===== config.mk =====
export PLATFORM = sky130hd
export DESIGN_NAME = tnn_feature_quantizer
export DESIGN_NICKNAME = d
export VERILOG_FILES = /design/src/rtl/tnn_quant_pkg.sv /design/src/rtl/tnn_thermo_count.sv /design/src/rtl/tnn_feature_quantizer.sv
export SDC_FILE = /design/constraint.sdc
export NUM_CORES = 1
export LEC_CHECK = 0
export CAP_MARGIN = 20
export CELL_PAD_IN_SITES_DETAIL_PLACEMENT = 2
export CELL_PAD_IN_SITES_GLOBAL_PLACEMENT = 2
export CORE_UTILIZATION = 29
export CTS_CLUSTER_DIAMETER = 60
export DETAILED_ROUTE_END_ITERATION = 6
export PLACE_DENSITY_LB_ADDON = 0.1
export SLEW_MARGIN = 20
export SYNTH_ARGS = -nofsm -noshare
export SYNTH_HDL_FRONTEND = slang
export SYNTH_SLANG_ARGS = --single-unit
export TNS_END_PERCENT = 100

===== constraint.sdc =====
create_clock -name clk -period 7.1 [get_ports clk]
set_input_delay 1.775 -clock clk [delete_from_list [all_inputs] [get_ports clk]]
set_output_delay 1.775 -clock clk [all_outputs]
set_load 0.01 [all_outputs]

===== src/rtl/tnn_quant_pkg.sv =====
// rtl/tnn_quant_pkg.sv - shared constants, operand vector type and default thresholds for the feature quantizer
package tnn_quant_pkg;

    localparam int N_FEAT = 3;
    localparam int N_THR  = 7;
    localparam int Q_W    = 3;

    typedef struct packed {
        logic [Q_W-1:0] a;
        logic [Q_W-1:0] b;
        logic [Q_W-1:0] c;
    } opvec_t;

    // Evenly spaced thresholds at 1/8 .. 7/8 of the feature range.
    function automatic logic [31:0] default_thr(input int k, input int feat_w);
        return 32'((k + 1) << (feat_w - 3));
    endfunction

endpackage


===== src/rtl/tnn_thermo_count.sv =====
// rtl/tnn_thermo_count.sv - counts how many of N_THR thresholds a value meets
module tnn_thermo_count
    import tnn_quant_pkg::*;
#(
    parameter int W = 12
) (
    input  logic [W-1:0]       value_i,
    input  logic [N_THR*W-1:0] thr_i,
    output logic [Q_W-1:0]     count_o
);

    always_comb begin
        count_o = '0;
        for (int k = 0; k < N_THR; k++) begin
            count_o = count_o + Q_W'(value_i >= thr_i[k*W +: W]);
        end
    end

endmodule


===== src/rtl/tnn_feature_quantizer.sv =====
// rtl/tnn_feature_quantizer.sv - quantizes a serial feature stream into 3x3-bit operand vectors; TNN_QUANT_THR_LOAD_EN adds writable thresholds
module tnn_feature_quantizer
    import tnn_quant_pkg::*;
#(
    parameter int FEAT_W = 12,
    parameter int DROP_W = 8
) (
    input  logic              clk,
    input  logic              rst,
    input  logic              in_valid,
    output logic              in_ready,
    input  logic [FEAT_W-1:0] in_data,
    input  logic              in_first,
    output logic              out_valid,
    input  logic              out_ready,
    output logic [Q_W-1:0]    input_a,
    output logic [Q_W-1:0]    input_b,
    output logic [Q_W-1:0]    input_c,
    output logic [DROP_W-1:0] drop_cnt
`ifdef TNN_QUANT_THR_LOAD_EN
    ,
    input  logic              thr_we,
    input  logic [1:0]        thr_feat,
    input  logic [2:0]        thr_idx,
    input  logic [FEAT_W-1:0] thr_data
`endif
);

    logic [1:0]              idx_q, idx_d;
    logic [Q_W-1:0]          pa_q, pa_d, pb_q, pb_d;
    opvec_t                  vec_q, vec_d;
    logic                    out_valid_q, out_valid_d;
    logic [DROP_W-1:0]       drop_q, drop_d;
    logic [1:0]              pos;
    logic                    accept;
    logic [Q_W-1:0]          q;
    logic [N_THR*FEAT_W-1:0] thr_sel;

    assign in_ready = !(idx_q == 2'd2 && out_valid_q && !out_ready);
    assign accept   = in_valid && in_ready;
    assign pos      = in_first ? 2'd0 : idx_q;

`ifdef TNN_QUANT_THR_LOAD_EN
    logic [FEAT_W-1:0] thr_q [N_FEAT][N_THR];

    always_ff @(posedge clk) begin
        if (rst) begin
            for (int f = 0; f < N_FEAT; f++) begin
                for (int k = 0; k < N_THR; k++) begin
                    thr_q[f][k] <= FEAT_W'(default_thr(k, FEAT_W));
                end
            end
        end else if (thr_we && thr_feat < 2'(N_FEAT) && thr_idx < 3'(N_THR)) begin
            thr_q[thr_feat][thr_idx] <= thr_data;
        end
    end

    always_comb begin
        thr_sel = '0;
        for (int k = 0; k < N_THR; k++) begin
            thr_sel[k*FEAT_W +: FEAT_W] = thr_q[pos][k];
        end
    end
`else
    // All features share the same constant set, so pos does not affect the compare.
    always_comb begin
        thr_sel = '0;
        for (int k = 0; k < N_THR; k++) begin
            thr_sel[k*FEAT_W +: FEAT_W] = FEAT_W'(default_thr(k, FEAT_W));
        end
    end
`endif

    tnn_thermo_count #(.W(FEAT_W)) u_count (
        .value_i (in_data),
        .thr_i   (thr_sel),
        .count_o (q)
    );

    always_comb begin
        idx_d       = idx_q;
        pa_d        = pa_q;
        pb_d        = pb_q;
        vec_d       = vec_q;
        drop_d      = drop_q;
        out_valid_d = out_valid_q && !out_ready;
        if (accept) begin
            if (in_first && idx_q != 2'd0 && drop_q != '1) begin
                drop_d = drop_q + 1'b1;
            end
            case (pos)
                2'd0: begin
                    pa_d  = q;
                    idx_d = 2'd1;
                end
                2'd1: begin
                    pb_d  = q;
                    idx_d = 2'd2;
                end
                default: begin
                    // A load in the same cycle as a consume keeps out_valid high.
                    vec_d       = {pa_q, pb_q, q};
                    out_valid_d = 1'b1;
                    idx_d       = 2'd0;
                end
            endcase
        end
    end

    always_ff @(posedge clk) begin
        if (rst) begin
            idx_q       <= '0;
            pa_q        <= '0;
            pb_q        <= '0;
            vec_q       <= '0;
            out_valid_q <= 1'b0;
            drop_q      <= '0;
        end else begin
            idx_q       <= idx_d;
            pa_q        <= pa_d;
            pb_q        <= pb_d;
            vec_q       <= vec_d;
            out_valid_q <= out_valid_d;
            drop_q      <= drop_d;
        end
    end

    assign out_valid = out_valid_q;
    assign input_a   = vec_q.a;
    assign input_b   = vec_q.b;
    assign input_c   = vec_q.c;
    assign drop_cnt  = drop_q;

endmodule

==> run metrics, run 1 <==
layout cells sized above 1 9.04%; Peak VDD IR 67.6 µV; First DRT Iteration DRCs 36; YS warnings 0; Multi-input gate area 684 µm²; row count 23; Final ANT Viol Nets 0; setup bufs post-CTS 0; Clock Skew 0.00335 ns; Adder-Cell Fraction of Synth Area 8.60%; Async SR Flop Fraction 0%; GPL Wtd Cong 0.740; Area Growth Syn to Fin 29.0%; critical path type input port to output pin; simple-gate share of the synthesized area 22.4%; CTS Hold Bufs 0; Final Critical Period 4.91 ns; Synth Area in XOR/XNOR 0.684%; synthesized flop and latch total 26; CTS sink cnt 26; Slew @ Worst Pin 0.992 ns; gr ovfl total 0; Vias/cell 5.23; Req. time, crit path 5.33 ns; Leakage 0.577 nW; Final TNS setup 0 ns; Power per Cell Area 195 mW/mm²; H-tree depth 1; Syn Nets 166; CP startpoint kind input port; multiplexer share of the synthesized area 7.82%; fillcell total 464; Die Span Y 68.4 µm; largest net degree at the start of global routing 27; fin worst setup slack 2.19 ns; Final Hold Viols 0; Yosys cell types 36; CTS clk-pin slew, worst paths 0.10 ns; Seq. cell area 520 µm²; final setup vio count 0; CTS Buf Count 3; largest family of logic cells by synthesized area simple AND/OR/NAND/NOR gates; Clock Tree Buf Depth 2; Residual DRC 0; I/O pins 36; RSZ-0062 raised after global routing no; clk_lat worst skew 0.28 ns; post-route cell area 0.00165 mm²; IO Port Bufs 26; Final Slew Violations 0; Post-DP Area 0.00158 mm²; Synth Area in Compound Gates 13.5%; Tcrit/Tclk final 69.2%; Arr. time, crit path 3.14 ns; dominant synthesized flop cell dfxtp_1; Routed WL per cell 15.4 µm; Post-synth EDFFs 0; core box area 0.00412 mm²; WL final 3.33 mm; top cells by area in the synthesized netlist dfxtp_1, mux2i_1, nor2_1, fa_1, a21oi_1; CTS tree built; initial antenna violation count 0; mapped cell area 0.00128 mm²; Mean Syn Cell Area 9.01 µm²; leading area contributor after synthesis dfxtp_1; CTS root buffer clkbuf_8; sequential fraction of the synthesis area 40.7%; DP Worst Slack 2.05 ns; initial core utilization 31.1%; most frequent cells after synthesis dfxtp_1, nor2_1, inv_1; status complete, no violations; HP Class flop to flop; vias in the first global route 1102; Total Nets Final 191; die footprint 0.00468 mm²; max cap viols 0; post-synth top area share 40.7%; Max Fclk 204 MHz; Setup crit end kind output pin; DPL Wire Length 2.54 mm; count leader, synth dfxtp_1; slew margin rel. 33.6%; CTS resizes 0; antenna diode count 0; Die W 68.4 µm; Critical Path Fanout Max 4; GRT Overall Usage 16.1%; Total Power 322 µW; via count of the routed design 1130; first-pass GRT wire length 5.40 mm; Post-Syn Instances 142; 1st-pass router iterations 4; final hold slack 0.495 ns
-- cells in the final DEF, fill, tap and decap left out, types with 3 or more instances in the layout --
cell type,n
a211oi_1,3
a21oi_1,10
a31o_2,4
clkbuf_8,3
clkdlybuf4s50_1,26
dfxtp_1,26
fa_1,3
ha_1,4
inv_1,12
mux2i_1,10
nand2_1,10
nor2_1,17
nor3_1,4
-- worst paths after layout --
kind | start | endpoint | slack, ns | depth (start not counted)
hold / removal | pa_q[0] | pa_q[0] | 0.50 | 1
setup reg to reg | out_valid | drop_cnt[3] | 5.35 | 4
setup / recovery | out_ready | in_ready | 2.19 | 4
hold reg to reg | pa_q[0] | pa_q[0] | 0.50 | 1
-- cell type report --
type                       count  share of cell area (%)
tap                           50                    3.79
sequential                    26                    31.5
clock buffer                   3                    2.50
timing repair buffer          27                    16.2
multi-input combinational     97                    41.4
clock inverter                 1                    1.82
inverter                      12                    2.73
-- worst max-delay path, cell delays in order --
cell and delay (ns):
clkdlybuf4s50_1 0.47, nor3b_2 0.31, nand2_1 0.10, clkdlybuf4s50_1 0.48
-- report_power, final --
| part | internal (mW) | switching [mW] |
|---|---|---|
| Clock | 0.0755 | 0.0502 |
| Combinational | 0.0189 | 0.0249 |
| Sequential | 0.150 | 0.00294 |
| Total | 0.244 | 0.0780 |
-- cell families (layout without fill, tap and decap cells) --
kind of cell / count (synthesis) / after routing
flip-flops: 26 / 26
AO/OA/AOI/OAI: 26 / 26
XOR/XNOR: 1 / 1
buffers and inverters: 19 / 43
adder cells (fa/ha/maj): 7 / 7
AND/OR/NAND/NOR: 53 / 53
multiplexers: 10 / 10
-- per-layer routing --
metal	up-vias	wire [µm]	track usage [%]
met3	4	100	3.33
li1	552	-	-
met2	15	1590	26.3
met4	0	41	6.25
met5	-	0	0
met1	559	1600	20.6
-- registers in the layout, summed over array words and instances, names as in the netlist --
register	flops
input_b	3
idx_q	2
pa_q	3
pb_q	3
out_valid	1
input_c	3
input_a	3
drop_cnt	8
-- through the flow --
| stage | instances | util (%) |
|---|---|---|
| floorplan | 142 | - |
| global placement | 212 | 38.4 |
| detailed placement | 212 | 38.4 |
| CTS | 216 | 40.1 |
| global route | 216 | 40.1 |
| finish | 216 | 40.1 |
No activity file was read; power rests on OpenSTA's default activity.
==> inputs of run 2 (changes only) <==
--- a/config.mk
+++ b/config.mk
@@ -8,7 +8,7 @@
 export CAP_MARGIN = 20
 export CELL_PAD_IN_SITES_DETAIL_PLACEMENT = 2
 export CELL_PAD_IN_SITES_GLOBAL_PLACEMENT = 2
-export CORE_UTILIZATION = 29
+export CORE_UTILIZATION = 25
 export CTS_CLUSTER_DIAMETER = 60
 export DETAILED_ROUTE_END_ITERATION = 6
 export PLACE_DENSITY_LB_ADDON = 0.1
==> constraint.sdc (replaced) <==
create_clock -name clk -period 4.08 [get_ports clk]
set_input_delay 1.02 -clock clk [delete_from_list [all_inputs] [get_ports clk]]
set_output_delay 1.02 -clock clk [all_outputs]
set_load 0.01 [all_outputs]
==> run 2 against run 1 <==
  * Sequential share of layout area down 1.1 points
  * Worst hold slack improved by 0.010 ns
  * Register-to-register slack lost 3.0 ns
  * Clock power grew 77%
  * Utilization down 4.6 points
  * Sequential power up 75%
  * Die area grew 16%
  * Global-route usage down 2.3 points
  * Power increased by 78%
  * Routed wire length up 0.99%
  * Via count increased by 0.71%
  * Non-clock buffer count rose by 5
  * Largest cell class unchanged
==> run metrics, run 2 (synthesized netlist as in run 1, its figures left out) <==
CTS root buffer clkbuf_8; Area Growth Syn to Fin 33.6%; DP Worst Slack -0.105 ns; DPL Wire Length 2.43 mm; post-route cell area 0.00171 mm²; Req. time, crit path 4.26 ns; Net Sw Power 140 µW; Reg2Reg Setup Slack 2.38 ns; H-tree depth 1; Die W 73.6 µm; crit path buf inv count 5; met2 Usage GRT 22.0%; reg-to-reg endpoint drop_cnt[3]; Arr. time, crit path 4.04 ns; final setup vio count 0; Residual DRC 0; max cap viols 0; core box area 0.00482 mm²; slowest library cell on the worst path fa_1; Leakage 0.602 nW; row count 25; sw frac 24.4%; Final Critical Period 3.86 ns; IO Port Bufs 26; first-pass GRT wire length 5.64 mm; WL final 3.36 mm; most frequent cells in the layout dfxtp_1, clkdlybuf4s50_1, nor2_1, inv_1; I/O pins 36; status complete, no violations; Final ANT Viol Nets 0; fin worst setup slack 0.224 ns; Vias/cell 4.78; Post-DP Area 0.00164 mm²; GPL Wtd Cong 0.690; initial antenna violation count 0; Critical Path Fanout Max 5; CTS Hold Bufs 0; Critical Path Max Stage Delay 0.54 ns; HP Start drop_cnt[5]; First DRT Iteration DRCs 25; Tcrit/Tclk final 94.5%; Routed WL per cell 14.1 µm; Final Slew Violations 0; CTS sink cnt 26; layout cells sized above 1 11.7%; combinational share of power 14.8%; Clock Skew 0.00518 ns; Total Nets Final 196; Slew @ Worst Pin 0.667 ns; CTS tree built; sequential share of power 46.4%; Max Fclk 259 MHz; Final TNS setup 0 ns; GRT Overall Usage 13.9%; slew margin rel. 55.2%; HP Class flop to flop; Clock Tree Buf Depth 2; met1 usage 18.5%; 1st-pass router iterations 4; Setup crit end kind flop; CP startpoint kind input port; Reg2Reg Depth 4; setup bufs post-CTS 0; met3 Track Usage GR 2.47%; clk_lat worst skew 0.28 ns; Total Power 575 µW; Hold EP drop_cnt[5]; cell-internal power 434 µW; CTS Buf Count 3; CTS clk-pin slew, worst paths 0.10 ns; worst r2r src out_valid; Power per Cell Area 336 mW/mm²; gr ovfl total 0; Final Hold Viols 0; max reg flops 8; die footprint 0.00541 mm²; Top Usage Layer GRT met2; family with the most delay on the worst path adder cells; vias in the first global route 1154; Die Span Y 73.6 µm; final hold slack 0.505 ns; initial core utilization 26.6%; via count of the routed design 1138; fillcell total 553; CTS resizes 0; Hold Path Depth 2; antenna diode count 0; Peak VDD IR 141 µV; cell breakdown of the critical path clkdlybuf4s50_1 > nor2_1 > nor2_1 > fa_1 > inv_1 > fa_1 > inv_1 > ha_1 > inv_1 > fa_1 > xnor2_1 > buf_4 > nand2_1 > nor3_1 > a31o_2; Clk pwr share 38.7%; largest net degree at the start of global routing 27; critical path type input port to flop; RSZ-0062 raised after global routing no
run 2: worst max-delay path by stage:
| stage | slack, ns | to | cells after the start | from |
|---|---|---|---|---|
| final | 0.22 | pa_q[2] | 15 | in_data[10] |
| after global routing | 0.07 | pa_q[2] | 15 | in_data[10] |
| after CTS | 0.20 | pa_q[2] | 15 | in_data[10] |
| after detailed placement | -0.11 | pa_q[2] | 15 | in_data[10] |
| after global placement | -0.02 | pa_q[2] | 15 | in_data[10] |
| after floorplan | 0.63 | pa_q[1] | 11 | in_data[10] |
run 2: power groups by stage:
| stage | logic [mW] | registers [mW] | clock network [mW] |
|---|---|---|---|
| 5_1_grt | 0.0964 | 0.268 | 0.241 |
| 4_1_cts | 0.0879 | 0.267 | 0.232 |
| 2_1_floorplan | 0.0500 | 0.271 | 0 |
| 6_report | 0.0853 | 0.267 | 0.223 |
| 3_3_place_gp | 0.0849 | 0.272 | 0 |
| 3_5_place_dp | 0.0866 | 0.273 | 0 |
run 2: metrics by stage:
step / cells / util, %
6_report: 238 / 35.5
5_1_grt: 238 / 35.5
4_1_cts: 238 / 35.5
3_5_place_dp: 234 / 34.0
3_3_place_gp: 234 / 34.0
2_1_floorplan: 142 / -
run 2: tightest hold or removal path, stage by stage (launching register included):
cell and delay, ns:
dfxtp_1 0.35, o41ai_1 0.07, a21oi_1 0.05
run 2: cell type report:
cell class | count | area (µm²) | share of cell area [%]
Clock buffer | 3 | 41.3 | 2.41
Clock inverter | 1 | 30.0 | 1.76
Inverter | 12 | 45.0 | 2.63
Multi-Input combinational cell | 97 | 684 | 40.0
Tap cell | 67 | 83.8 | 4.90
Timing Repair Buffer | 32 | 305 | 17.8
Sequential cell | 26 | 520 | 30.4
run 2: routing by layer:
metal | routed length [µm] | up-vias
met1 | 1670 | 555
li1 | - | 561
met3 | 82 | 5
met2 | 1550 | 17
met4 | 57 | 0
met5 | 0 | -
